<file path="config.mk">
export PLATFORM = sky130hd
export DESIGN_NAME = router_input_fifo_flat
export DESIGN_NICKNAME = d
export VERILOG_FILES = /design/src/rtl/router_input_fifo_if.sv /design/src/rtl/router_input_fifo.sv /design/src/flat_wrapper.sv
export SDC_FILE = /design/constraint.sdc
export NUM_CORES = 1
export LEC_CHECK = 0
export ABC_AREA = 0
export BUFFER_PORTS_ARGS = -buffer_cell sky130_fd_sc_hd__buf_2
export CORE_ASPECT_RATIO = 0.9
export CORE_MARGIN = 1.5
export CORE_UTILIZATION = 56
export CTS_CLUSTER_DIAMETER = 200
export DETAILED_ROUTE_END_ITERATION = 10
export PLACE_DENSITY = 0.82
export SKIP_CTS_REPAIR_TIMING = 1
export SLEW_MARGIN = 30
export SYNTH_ARGS = -nofsm -noshare
export SYNTH_HDL_FRONTEND = slang
export SYNTH_SLANG_ARGS = --single-unit
</file>
<file path="constraint.sdc">
create_clock -name clk -period 2.7 [get_ports clk]
set_clock_uncertainty 0.15 [all_clocks]
set_input_delay 0.135 -clock clk [delete_from_list [all_inputs] [get_ports clk]]
set_output_delay 0.135 -clock clk [all_outputs]
set_load 0.01 [all_outputs]
</file>
<file path="src/rtl/router_input_fifo_if.sv">
// Flit handshake and crossbar-side bundle for one router input port.
`timescale 1ns/1ps
interface router_input_fifo_if #(
    parameter int DATA_WIDTH = 32
);
    logic                  DRTS;
    logic [DATA_WIDTH-1:0] RX;
    logic                  CTS;
    logic                  read_en_N;
    logic                  read_en_E;
    logic                  read_en_W;
    logic                  read_en_S;
    logic                  read_en_L;
    logic [DATA_WIDTH-1:0] Data_out;
    logic                  empty;
    logic                  full;

    // Upstream sender plus downstream arbiters/routing, seen as one peer.
    modport master (
        output DRTS, RX, read_en_N, read_en_E, read_en_W, read_en_S, read_en_L,
        input  CTS, Data_out, empty, full
    );

    modport slave (
        input  DRTS, RX, read_en_N, read_en_E, read_en_W, read_en_S, read_en_L,
        output CTS, Data_out, empty, full
    );
endinterface

</file>
<file path="src/rtl/router_input_fifo.sv">
// NoC router input buffer: RTS/CTS write side, one-hot pointer FIFO, pop on any arbiter grant.
// Optional sticky grant-error flag enabled by defining ROUTER_FIFO_ERR_EN.
`timescale 1ns/1ps
module router_input_fifo #(
    parameter int DATA_WIDTH = 32,
    parameter int DEPTH      = 4
) (
    input  logic               clk,
    input  logic               rst,
    router_input_fifo_if.slave bus
`ifdef ROUTER_FIFO_ERR_EN
    ,
    output logic               err
`endif
);
    localparam int               CW       = $clog2(DEPTH) + 1;
    localparam logic [CW-1:0]    FULL_CNT = CW'(DEPTH);

    logic [DATA_WIDTH-1:0] mem_q [DEPTH];
    logic [DEPTH-1:0]      rd_ptr_q, rd_ptr_d;
    logic [DEPTH-1:0]      wr_ptr_q, wr_ptr_d;
    logic [CW-1:0]         cnt_q, cnt_d;
    logic                  cts_q, cts_d;
    logic                  empty, full;
    logic                  any_ren;
    logic                  wr, rd;
    logic [DATA_WIDTH-1:0] head;

    assign empty   = (cnt_q == '0);
    assign full    = (cnt_q == FULL_CNT);
    assign any_ren = bus.read_en_N | bus.read_en_E | bus.read_en_W
                   | bus.read_en_S | bus.read_en_L;

    // A DRTS still high while CTS is up is the tail of the previous flit.
    assign cts_d = bus.DRTS & ~cts_q & ~full;
    assign wr    = cts_d;
    assign rd    = any_ren & ~empty;

    always_comb begin
        rd_ptr_d = rd_ptr_q;
        wr_ptr_d = wr_ptr_q;
        cnt_d    = cnt_q;
        if (rd) rd_ptr_d = {rd_ptr_q[DEPTH-2:0], rd_ptr_q[DEPTH-1]};
        if (wr) wr_ptr_d = {wr_ptr_q[DEPTH-2:0], wr_ptr_q[DEPTH-1]};
        if (wr && !rd)      cnt_d = cnt_q + 1'b1;
        else if (rd && !wr) cnt_d = cnt_q - 1'b1;
    end

    always_ff @(posedge clk) begin
        if (rst) begin
            rd_ptr_q <= DEPTH'(1);
            wr_ptr_q <= DEPTH'(1);
            cnt_q    <= '0;
            cts_q    <= 1'b0;
        end else begin
            rd_ptr_q <= rd_ptr_d;
            wr_ptr_q <= wr_ptr_d;
            cnt_q    <= cnt_d;
            cts_q    <= cts_d;
        end
    end

    // Storage is deliberately left unreset.
    always_ff @(posedge clk) begin
        for (int i = 0; i < DEPTH; i++) begin
            if (!rst && wr && wr_ptr_q[i]) mem_q[i] <= bus.RX;
        end
    end

    always_comb begin
        head = '0;
        for (int i = 0; i < DEPTH; i++) begin
            if (rd_ptr_q[i]) head = head | mem_q[i];
        end
    end

    assign bus.CTS      = cts_q;
    assign bus.Data_out = head;
    assign bus.empty    = empty;
    assign bus.full     = full;

`ifdef ROUTER_FIFO_ERR_EN
    logic       err_q, err_d;
    logic [2:0] n_ren;

    assign n_ren = {2'b00, bus.read_en_N} + {2'b00, bus.read_en_E}
                 + {2'b00, bus.read_en_W} + {2'b00, bus.read_en_S}
                 + {2'b00, bus.read_en_L};

    // Grant on an empty port or multiple simultaneous grants means an arbiter fault.
    assign err_d = err_q | (any_ren & empty) | (n_ren > 3'd1);

    always_ff @(posedge clk) begin
        if (rst) err_q <= 1'b0;
        else     err_q <= err_d;
    end

    assign err = err_q;
`endif
endmodule

</file>
<file path="src/flat_wrapper.sv">
// flat-port wrapper written by rule: the top's interface ports become plain ports
module router_input_fifo_flat 
#(
    parameter int DATA_WIDTH = 32,
    parameter int DEPTH      = 4
)
  (clk, rst, bus_DRTS, bus_RX, bus_read_en_N, bus_read_en_E, bus_read_en_W, bus_read_en_S, bus_read_en_L, bus_CTS, bus_Data_out, bus_empty, bus_full);
  router_input_fifo_if #(.DATA_WIDTH(DATA_WIDTH)) bus_i ();
  input  logic clk;
  input  logic rst;
  input wire logic [$bits(bus_i.DRTS)-1:0] bus_DRTS;
  input wire logic [$bits(bus_i.RX)-1:0] bus_RX;
  input wire logic [$bits(bus_i.read_en_N)-1:0] bus_read_en_N;
  input wire logic [$bits(bus_i.read_en_E)-1:0] bus_read_en_E;
  input wire logic [$bits(bus_i.read_en_W)-1:0] bus_read_en_W;
  input wire logic [$bits(bus_i.read_en_S)-1:0] bus_read_en_S;
  input wire logic [$bits(bus_i.read_en_L)-1:0] bus_read_en_L;
  output wire logic [$bits(bus_i.CTS)-1:0] bus_CTS;
  output wire logic [$bits(bus_i.Data_out)-1:0] bus_Data_out;
  output wire logic [$bits(bus_i.empty)-1:0] bus_empty;
  output wire logic [$bits(bus_i.full)-1:0] bus_full;
  assign bus_i.DRTS = bus_DRTS;
  assign bus_i.RX = bus_RX;
  assign bus_i.read_en_N = bus_read_en_N;
  assign bus_i.read_en_E = bus_read_en_E;
  assign bus_i.read_en_W = bus_read_en_W;
  assign bus_i.read_en_S = bus_read_en_S;
  assign bus_i.read_en_L = bus_read_en_L;
  assign bus_CTS = bus_i.CTS;
  assign bus_Data_out = bus_i.Data_out;
  assign bus_empty = bus_i.empty;
  assign bus_full = bus_i.full;
  router_input_fifo #(.DATA_WIDTH(DATA_WIDTH), .DEPTH(DEPTH)) u_core (.clk(clk), .rst(rst), .bus(bus_i));
endmodule
</file>
* Word level (Yosys, flattened, before mapping)
Memory sizes are Yosys's and may differ from the RTL's. Cells that the tools add are included.
Storage, ports and cells: output and inout port bits 35, memories kept 1, bits in writable memories 128, register bits after elaboration 12, word-level logic and storage cells 47, bits of input ports 40
Cells by class: add/sub/neg operators 2, reduce and logical (&&, ||, !) cells 12, multiplexer cells 14, equality and inequality tests 1, bitwise logic cells 13
Memory list:
- u_core.mem_q | words 4, width 32, read ports 4, clocked after Yosys merged registers in 0, wr ports 4, RTL line router_input_fifo.sv:19 | logic [DATA_WIDTH-1:0] mem_q [DEPTH];
Operators with widths (count):
- $mux W32 | 4
- $or A32 B32 Y32 | 3
- $mux W1 | 8
- $logic_and A1 B1 Y1 | 7
- $mux W3 | 2
- $or A1 B1 Y1 | 4
- $add A3 B1 Y3 const B | 1
- $and A1 B1 Y1 | 3
- $eq A3 B3 Y1 const B | 1
- $logic_not A1 Y1 | 3
- $logic_not A3 Y1 | 1
- $not A1 Y1 | 3
- $sub A3 B1 Y3 const B | 1
- $reduce_bool A2 Y1 | 1

* Depth between registers and ports, before layout
Gate-level depths: netlist of run 1.
depth in word-level cells 8, depth in mapped cells 9, gate-level depth less buffers 9

* Least setup slack after synthesis of run 1
No wires, ideal clock.
path type reg-to-reg, start register u_core.cnt_q[0], end register u_core.cnt_q[2], library setup time 0.070 ns, clock period less this slack 2.355 ns, cell stages (with the launch flop) 10, slack 0.345 ns, path buffers 0, arrival time 2.135 ns, data required time 2.480 ns, path through dfxtp_1 > nor3_1 > o21ba_4 > clkinv_2 > ha_1 > inv_1 > fa_1 > xor2_1 > or3_1 > a21oi_1
On the way: longest elaborated chain between the ends 6, elaborated cells on any way between the ends 15, those cells by class 2 x add/sub; 1 x eq/ne; 2 x mux; 4 x bitwise; 6 x reduce/logical
RTL lines:
- start, declared | RTL line router_input_fifo.sv:22 | logic [CW-1:0] cnt_q, cnt_d;
- start signal, assigned | RTL line router_input_fifo.sv:58 | cnt_q <= cnt_d;
- $logic_not A3 Y1 (*) | RTL line router_input_fifo.sv:29 | assign empty = (cnt_q == '0);
- net bus_empty | RTL line flat_wrapper.sv:20 | output wire logic [$bits(bus_i.empty)-1:0] bus_empty;
- $not A1 Y1 (*) | RTL line router_input_fifo.sv:37 | assign rd = any_ren & ~empty;
- $and A1 B1 Y1 (*) | RTL line router_input_fifo.sv:37
- $logic_not A1 Y1 | RTL line router_input_fifo.sv:45 | if (wr && !rd) cnt_d = cnt_q + 1'b1;
- $logic_and A1 B1 Y1 | RTL line router_input_fifo.sv:45
- $mux W3 / $reduce_bool A2 Y1 (equally long branches)
Mark *: on every way through the listed nets, which the timed path passes. The rest lies on a longest branch. The select of a mux whose other input is x is not followed. A chain may end at the register's enable or synchronous reset.

* Worst setup path in the final report of run 1
start register u_core.cnt_q[0], end register u_core.cnt_q[2]
On the way: longest elaborated chain between the ends 6, elaborated cells on any way between the ends 15, those cells by class 2 x add/sub; 1 x eq/ne; 2 x mux; 4 x bitwise; 6 x reduce/logical
RTL lines:
- $eq A3 B3 Y1 (*) | RTL line router_input_fifo.sv:30 | assign full = (cnt_q == FULL_CNT);
- $not A1 Y1 (*) | RTL line router_input_fifo.sv:35 | assign cts_d = bus.DRTS & ~cts_q & ~full;
- $and A1 B1 Y1 (*) | RTL line router_input_fifo.sv:35
- net u_core.cts_d | RTL line router_input_fifo.sv:23 | logic cts_q, cts_d;
- $logic_not A1 Y1 | RTL line router_input_fifo.sv:46 | else if (rd && !wr) cnt_d = cnt_q - 1'b1;
- $logic_and A1 B1 Y1 | RTL line router_input_fifo.sv:46
- $reduce_bool A2 Y1 (no source line)
Marks and branches as above.

==> impl_metrics.py, run 1 <==
metrics = {
    "global_route": {
        "grt_util_all_layers_pct": 22.0,
        "grt_pass1_vias": 3004,
        "pin_count_of_the_biggest_net_entering_global_routing": 33,
        "grt.overflow.total": 0,
        "initial_antenna_violation_count": 0,
        "grt_pass1_wl_um": 15000,
    },
    "clock_tree": {
        "tritoncts": "done",
        "cts.sinks": 140,
        "h_tree_depth": 4,
        "path_clk_slew_ns": 0.06,
        "clk_latency_ns": 0.51,
        "cts_buffer_depth": 2,
        "ctsRootBufferMaster": "sky130_fd_sc_hd__clkbuf_8",
        "numCtsBuffers": 17,
    },
    "logic_synthesis": {
        "synth-edff-count": 128,
        "fraction_of_the_yosys_area_taken_by_sequential_cells_pct": 80.5,
        "synth_cell_type_count": 26,
        "share_of_synthesized_registers_carrying_an_async_set_or_reset_pct": 0,
        "ys.flop_type": "sky130_fd_sc_hd__edfxtp_1",
        "synth.net_count": 341,
        "yosys_warnings": 0,
        "largest_cells_by_area_after_synthesis": "sky130_fd_sc_hd__edfxtp_1, sky130_fd_sc_hd__a22oi_1, sky130_fd_sc_hd__dfxtp_1",
        "synth-seq-cells": 140,
        "synthesis.area_um2": 5070,
        "synth_cells": 299,
        "yosys.area.top_type_share_pct": 75.7,
        "syn_avg_cell_area_um2": 17.0,
        "post-synth-top-area-cell": "sky130_fd_sc_hd__edfxtp_1",
    },
    "critical_path": {
        "endpoint_kind": "flip-flop",
        "critical_path.slowest_cell": "sky130_fd_sc_hd__dfxtp_1",
        "rr_startpoint": "u_core.cnt_q[0]$_SDFFE_PP0P_",
        "timing.critical_path.from": "u_core.cnt_q[0]$_SDFFE_PP0P_",
        "critical-path-top-delay-family": "simple AND/OR/NAND/NOR gates",
        "worstSetupPathType": "reg -> reg",
        "critical_path_buf_inv_count": 2,
        "critical_path.cell_chain": "or3b_4 -> clkinv_2 -> nor2_1 -> ha_1 -> inv_1 -> fa_1 -> xor2_1 -> or3_1 -> a21oi_1",
        "required_ns": 2.99,
        "timing.critical_path.fanout_max": 6,
        "arrival_ns": 2.68,
        "cp_slowest_stage_delay_ns": 0.42,
        "crit_path_start_kind": "flip-flop",
    },
    "floorplanning": {
        "die-width_um": 103,
        "floorplan.die.height_um": 93.3,
        "ioPinCount": 75,
        "initial_cell_density_of_the_core_pct": 58.4,
        "core_um2": 8690,
        "placementRows": 32,
        "die_area_um2": 9640,
    },
    "placed_design": {
        "gpl_wtd_cong": 0.719,
        "placedCellCount": 485,
        "post_dp_cell_area_um2": 5670,
        "numPortBuffers": 74,
        "dp.final_hpwl_um": 5690,
        "detailedPlace.worstSlack_ns": 0.198,
    },
    "timing": {
        "final.min_clock_period_ns": 2.39,
        "finalMaxSlewViolations": 0,
        "setup-violations-final": 0,
        "count_of_final_hold_check_violations": 0,
        "postLayoutSetupSlackWorst_ns": 0.314,
        "timing.setup.tns_ns": 0,
        "max-slew-margin-rel_pct": 61.7,
        "worst-slew-pin-transition_ns": 0.574,
        "share_of_the_cycle_needed_by_the_critical_path_after_routing_pct": 88.4,
        "fmax_mhz": 419,
        "grt_setup_unrepaired": "no",
    },
    "power_and_ir_drop": {
        "leakagePower_nw": 2.44,
        "share_comb_of_total_power_pct": 22.8,
        "switching_power_mw": 1.82,
        "clock_power_share_pct": 36.6,
        "p_sw_share_pct": 28.6,
        "p_int_mw": 4.53,
        "share_seq_of_total_power_pct": 40.6,
        "vdd_drop_max_mv": 0.755,
        "p_per_area_nw_per_um2": 957,
    },
    "detailed_routing": {
        "vias_per_cell": 5.62,
        "antenna_violating_nets_post_route": 0,
        "post_route_drc": 0,
        "dr.first_iter.drc_count": 196,
        "detailedRoute.firstPassIterationCount": 4,
        "wl_per_cell_um": 18.9,
        "detailroute.via_count": 3109,
        "totalWireLength_um": 10400,
    },
    "final_layout": {
        "final_layout_size_suffix_gt1_share_pct": 28.6,
        "final_util_pct": 76.4,
        "layout.cells.most_common": "sky130_fd_sc_hd__edfxtp_1",
        "layout.filler_cells": 496,
        "synthToLayoutAreaGrowth_pct": 30.7,
        "design_area_um2": 6630,
        "nNetsFinal": 463,
        "antenna_cells_inserted": 0,
        "layoutNonFillerInstCount": 553,
        "most-common-layout-cells": "sky130_fd_sc_hd__edfxtp_1, sky130_fd_sc_hd__buf_2, sky130_fd_sc_hd__a22oi_1",
    },
    "job": {
        "timing.max_cap.violations": 0,
    },
    "hold_path": {
        "hold_path.class": "in -> reg",
        "worst_hold_startpoint": "bus_read_en_S",
    },
    "run_status": {
        "run_status": "completed",
    },
}
[routing by layer]
layer	global-route usage (%)	up-vias	part of all wire [%]
met5	0	-	0
met4	9.35	0	1.3
met3	5.75	11	6.8
met2	37.5	136	52
met1	26.3	1532	39
li1	-	1430	-
[stage by stage]
step           hold slack (ns)  total power [mW]
2_1_floorplan           0.0726              3.43
3_3_place_gp             0.196              3.96
3_5_place_dp             0.202              4.01
4_1_cts                 -0.341              6.33
5_1_grt                 0.0486              6.62
6_report                0.0444              6.35
[tightest hold or removal path: stages]
cell                       delay (ns)
sky130_fd_sc_hd__buf_2           0.08
sky130_fd_sc_hd__or4_4           0.11
sky130_fd_sc_hd__o21ba_4         0.13
sky130_fd_sc_hd__clkinv_2        0.07
sky130_fd_sc_hd__mux2i_1         0.12
[synth_stat cells (2+ instances only)]
cell type / count
sky130_fd_sc_hd__xor2_1: 2
sky130_fd_sc_hd__nand2_1: 32
sky130_fd_sc_hd__a22oi_1: 64
sky130_fd_sc_hd__and2_1: 4
sky130_fd_sc_hd__nand2b_1: 5
sky130_fd_sc_hd__a21oi_1: 4
sky130_fd_sc_hd__dfxtp_1: 12
sky130_fd_sc_hd__clkinv_2: 2
sky130_fd_sc_hd__nor2_1: 5
sky130_fd_sc_hd__edfxtp_1: 128
sky130_fd_sc_hd__mux2i_1: 5
sky130_fd_sc_hd__nand3_1: 3
sky130_fd_sc_hd__o21ai_0: 4
sky130_fd_sc_hd__clkbuf_1: 17
[logic make-up after synthesis]
kind of cell / Yosys count / synth area share [%]
adders and majority gates: 2 / 0.641
DFF: 140 / 80.5
xor gates and xnor gates: 2 / 0.345
muxes: 5 / 0.986
buffers and inverters: 20 / 1.53
AOI/OAI and AO/OA: 75 / 10.9
and+or+nand+nor: 55 / 5.13
[power by group through the flow]
stage	Sequential, mW	Clock, mW	Combinational [mW]
2_1_floorplan	2.57	0	0.864
3_3_place_gp	2.61	0	1.35
3_5_place_dp	2.62	0	1.39
4_1_cts	2.58	2.35	1.40
5_1_grt	2.59	2.43	1.60
6_report	2.58	2.32	1.45
[area by class of cell]
type / instances / area [um^2] / area share [%]
timing repair buffer: 120 / 868 / 13.1
clock inverter: 15 / 186 / 2.81
clock buffer: 17 / 414 / 6.24
inverter: 3 / 13.8 / 0.207
multi-input combinational: 139 / 918 / 13.8
sequential: 140 / 4080 / 61.6
tap: 119 / 149 / 2.24
[state kept, by name, indices dropped and copies added, names as in the netlist]
signal	count
u_core.mem_q	128
u_core.cnt_q	3
u_core.rd_ptr_q	4
u_core.wr_ptr_q	4
u_core.bus.CTS	1
[worst paths after layout]
path | end | slack [ns] | depth (start not counted)
min | u_core.rd_ptr_q[3]$_SDFFE_PP0P_ | 0.04 | 5
min reg2reg | u_core.wr_ptr_q[1]$_SDFFE_PP0P_ | 0.34 | 2
max reg2reg | u_core.cnt_q[2]$_SDFFE_PP0P_ | 0.31 | 9
max | u_core.cnt_q[2]$_SDFFE_PP0P_ | 0.31 | 9
Power figures use the tool's default switching activity.
==> run 2: changes to the inputs <==
--- a/config.mk
+++ b/config.mk
@@ -8,11 +8,11 @@
 export ABC_AREA = 0
 export BUFFER_PORTS_ARGS = -buffer_cell sky130_fd_sc_hd__buf_2
 export CORE_ASPECT_RATIO = 0.9
-export CORE_MARGIN = 1.5
-export CORE_UTILIZATION = 56
+export CORE_MARGIN = 10
+export CORE_UTILIZATION = 45
 export CTS_CLUSTER_DIAMETER = 200
 export DETAILED_ROUTE_END_ITERATION = 10
-export PLACE_DENSITY = 0.82
+export PLACE_DENSITY = 0.68
 export SKIP_CTS_REPAIR_TIMING = 1
 export SLEW_MARGIN = 30
 export SYNTH_ARGS = -nofsm -noshare
==> run 2 against run 1 <==
- the run now ends with hold timing left
- hold slack worse by 0.074 ns
- global-route usage down 8.7 points
- wire length up 0.52%
- register-to-register slack better by 0.05 ns
- cell area up 0.21%
- clock power about the same
- utilization down 16 points
- first-iteration DRC count up 39%
- die area up 65%
- sequential share of layout area down 0.13 points
- critical path depth unchanged
==> impl_metrics.py, run 2 (synthesis results as in run 1) <==
metrics = {
    "critical_path": {
        "critical_path_buf_inv_count": 2,
        "critical_path.slowest_cell": "sky130_fd_sc_hd__dfxtp_1",
        "endpoint_kind": "flip-flop",
        "rr_startpoint": "u_core.cnt_q[0]$_SDFFE_PP0P_",
        "crit_path_start_kind": "flip-flop",
        "timing.critical_path.fanout_max": 6,
        "r2r_setup_slack_ns": 0.36,
        "arrival_ns": 2.53,
        "worst_r2r_endpoint": "u_core.cnt_q[2]$_SDFFE_PP0P_",
        "cp_slowest_stage_delay_ns": 0.42,
        "worstSetupPathType": "reg -> reg",
        "required_ns": 2.89,
        "worst-r2r-cell-count": 9,
        "critical-path-top-delay-family": "simple AND/OR/NAND/NOR gates",
        "critical_path.cell_chain": "or3b_4 -> clkinv_2 -> nor2_1 -> ha_1 -> inv_1 -> fa_1 -> xor2_1 -> or3_1 -> a21oi_1",
    },
    "power_and_ir_drop": {
        "p_int_mw": 4.54,
        "share_seq_of_total_power_pct": 41.0,
        "share_comb_of_total_power_pct": 22.5,
        "vdd_drop_max_mv": 0.560,
        "p_per_area_nw_per_um2": 948,
        "leakagePower_nw": 2.43,
        "clock_power_share_pct": 36.5,
        "switching_power_mw": 1.76,
        "p_sw_share_pct": 27.9,
    },
    "final_layout": {
        "top_regs": "u_core.mem_q (128), u_core.rd_ptr_q (4), u_core.wr_ptr_q (4)",
        "largest_register_ffs": 128,
        "nNetsFinal": 462,
        "final_layout_size_suffix_gt1_share_pct": 28.6,
        "layout.cells.most_common": "sky130_fd_sc_hd__edfxtp_1",
        "most-common-layout-cells": "sky130_fd_sc_hd__edfxtp_1, sky130_fd_sc_hd__buf_2, sky130_fd_sc_hd__a22oi_1",
        "design_area_um2": 6650,
        "max_flop_register": "u_core.mem_q",
        "synthToLayoutAreaGrowth_pct": 31.0,
        "final_util_pct": 60.7,
    },
    "floorplanning": {
        "die_area_um2": 15900,
        "die-width_um": 132,
        "core_um2": 10900,
        "placementRows": 36,
        "floorplan.die.height_um": 121,
        "ioPinCount": 75,
        "initial_cell_density_of_the_core_pct": 46.4,
    },
    "global_route": {
        "grt.overflow.total": 0,
        "initial_antenna_violation_count": 1,
        "grt_pass1_vias": 3070,
        "grt_util_all_layers_pct": 13.3,
        "pin_count_of_the_biggest_net_entering_global_routing": 30,
        "grt_pass1_wl_um": 16100,
    },
    "detailed_routing": {
        "wl_per_cell_um": 17.9,
        "antenna_violating_nets_post_route": 0,
        "totalWireLength_um": 10500,
        "post_route_drc": 0,
        "dr.first_iter.drc_count": 272,
        "vias_per_cell": 5.14,
        "detailedRoute.firstPassIterationCount": 5,
        "detailroute.via_count": 3011,
    },
    "timing": {
        "count_of_final_hold_check_violations": 1,
        "worst_hold_slack_ns": -0.0296,
        "grt_setup_unrepaired": "no",
        "timing.setup.tns_ns": 0,
        "finalMaxSlewViolations": 0,
        "max-slew-margin-rel_pct": 56.1,
        "final.min_clock_period_ns": 2.34,
        "fmax_mhz": 428,
        "share_of_the_cycle_needed_by_the_critical_path_after_routing_pct": 86.6,
        "worst-slew-pin-transition_ns": 0.658,
        "setup-violations-final": 0,
    },
    "clock_tree": {
        "tritoncts": "done",
        "h_tree_depth": 4,
        "numCtsBuffers": 17,
        "path_clk_slew_ns": 0.06,
        "cts.sinks": 140,
        "cts_buffer_depth": 2,
        "clk_latency_ns": 0.41,
        "ctsRootBufferMaster": "sky130_fd_sc_hd__clkbuf_16",
    },
    "placed_design": {
        "dp.final_hpwl_um": 6390,
        "numPortBuffers": 74,
        "post_dp_cell_area_um2": 5710,
        "gpl_wtd_cong": 0.743,
    },
    "job": {
        "timing.max_cap.violations": 0,
    },
    "run_status": {
        "run_status": "finished with violations",
        "violations_in_the_final_reports": "hold timing",
    },
    "hold_path": {
        "worstHoldEndpoint": "u_core.bus.CTS$_SDFF_PP0_",
        "hold_path_cells": 3,
        "hold_path.class": "in -> reg",
        "worst_hold_startpoint": "bus_DRTS",
    },
}
run 2: worst min-delay path, stage by stage:
cell and delay (ns):
sky130_fd_sc_hd__buf_2 0.10, sky130_fd_sc_hd__nand2b_1 0.15, sky130_fd_sc_hd__nor3_2 0.08
run 2: power by group through the flow:
stage,Clock (mW),Combinational [mW],Sequential [mW]
6_report,2.30,1.42,2.58
5_1_grt,2.43,1.59,2.60
4_1_cts,2.33,1.42,2.58
3_5_place_dp,0,1.42,2.63
3_3_place_gp,0,1.40,2.62
2_1_floorplan,0,0.864,2.57
run 2: area by class of cell:
cell class | count | area, um^2
clock inverter | 14 | 166
inverter | 3 | 13.8
clock buffer | 18 | 429
antenna | 1 | 2.50
fill | 781 | 4300
sequential | 140 | 4080
timing repair buffer | 119 | 843
multi-input combinational | 139 | 918
tap | 152 | 190
run 2: routing by layer:
| metal | up-vias | global-route usage, % | share of wire (%) |
|---|---|---|---|
| met2 | 124 | 21.2 | 50 |
| met4 | 0 | 6.88 | 1.1 |
| met1 | 1443 | 15.5 | 41 |
| met5 | - | 0 | 0 |
| li1 | 1431 | - | - |
| met3 | 13 | 4.93 | 7.6 |
run 2: worst max path at each step:
stage                                             from                           end  cells after the start
final                     u_core.cnt_q[0]$_SDFFE_PP0P_  u_core.cnt_q[2]$_SDFFE_PP0P_                      9
after global routing      u_core.cnt_q[0]$_SDFFE_PP0P_  u_core.cnt_q[2]$_SDFFE_PP0P_                      9
after floorplan           u_core.cnt_q[0]$_SDFFE_PP0P_  u_core.cnt_q[2]$_SDFFE_PP0P_                      9
after CTS                 u_core.cnt_q[0]$_SDFFE_PP0P_  u_core.cnt_q[2]$_SDFFE_PP0P_                      9
after detailed placement                 bus_read_en_W  u_core.cnt_q[2]$_SDFFE_PP0P_                     10
after global placement                   bus_read_en_W  u_core.cnt_q[2]$_SDFFE_PP0P_                     10
run 2: per-stage QoR:
step                      setup WS (ns)  power (mW)  hold WS (ns)  std cells
after floorplan                   0.345        3.43        0.0726        299
after global placement            0.268        4.02         0.196        519
after detailed placement          0.203        4.04         0.203        519
after CTS                         0.355        6.33        -0.230        551
after global routing              0.185        6.62       0.00461        586
final                             0.362        6.30       -0.0296        586
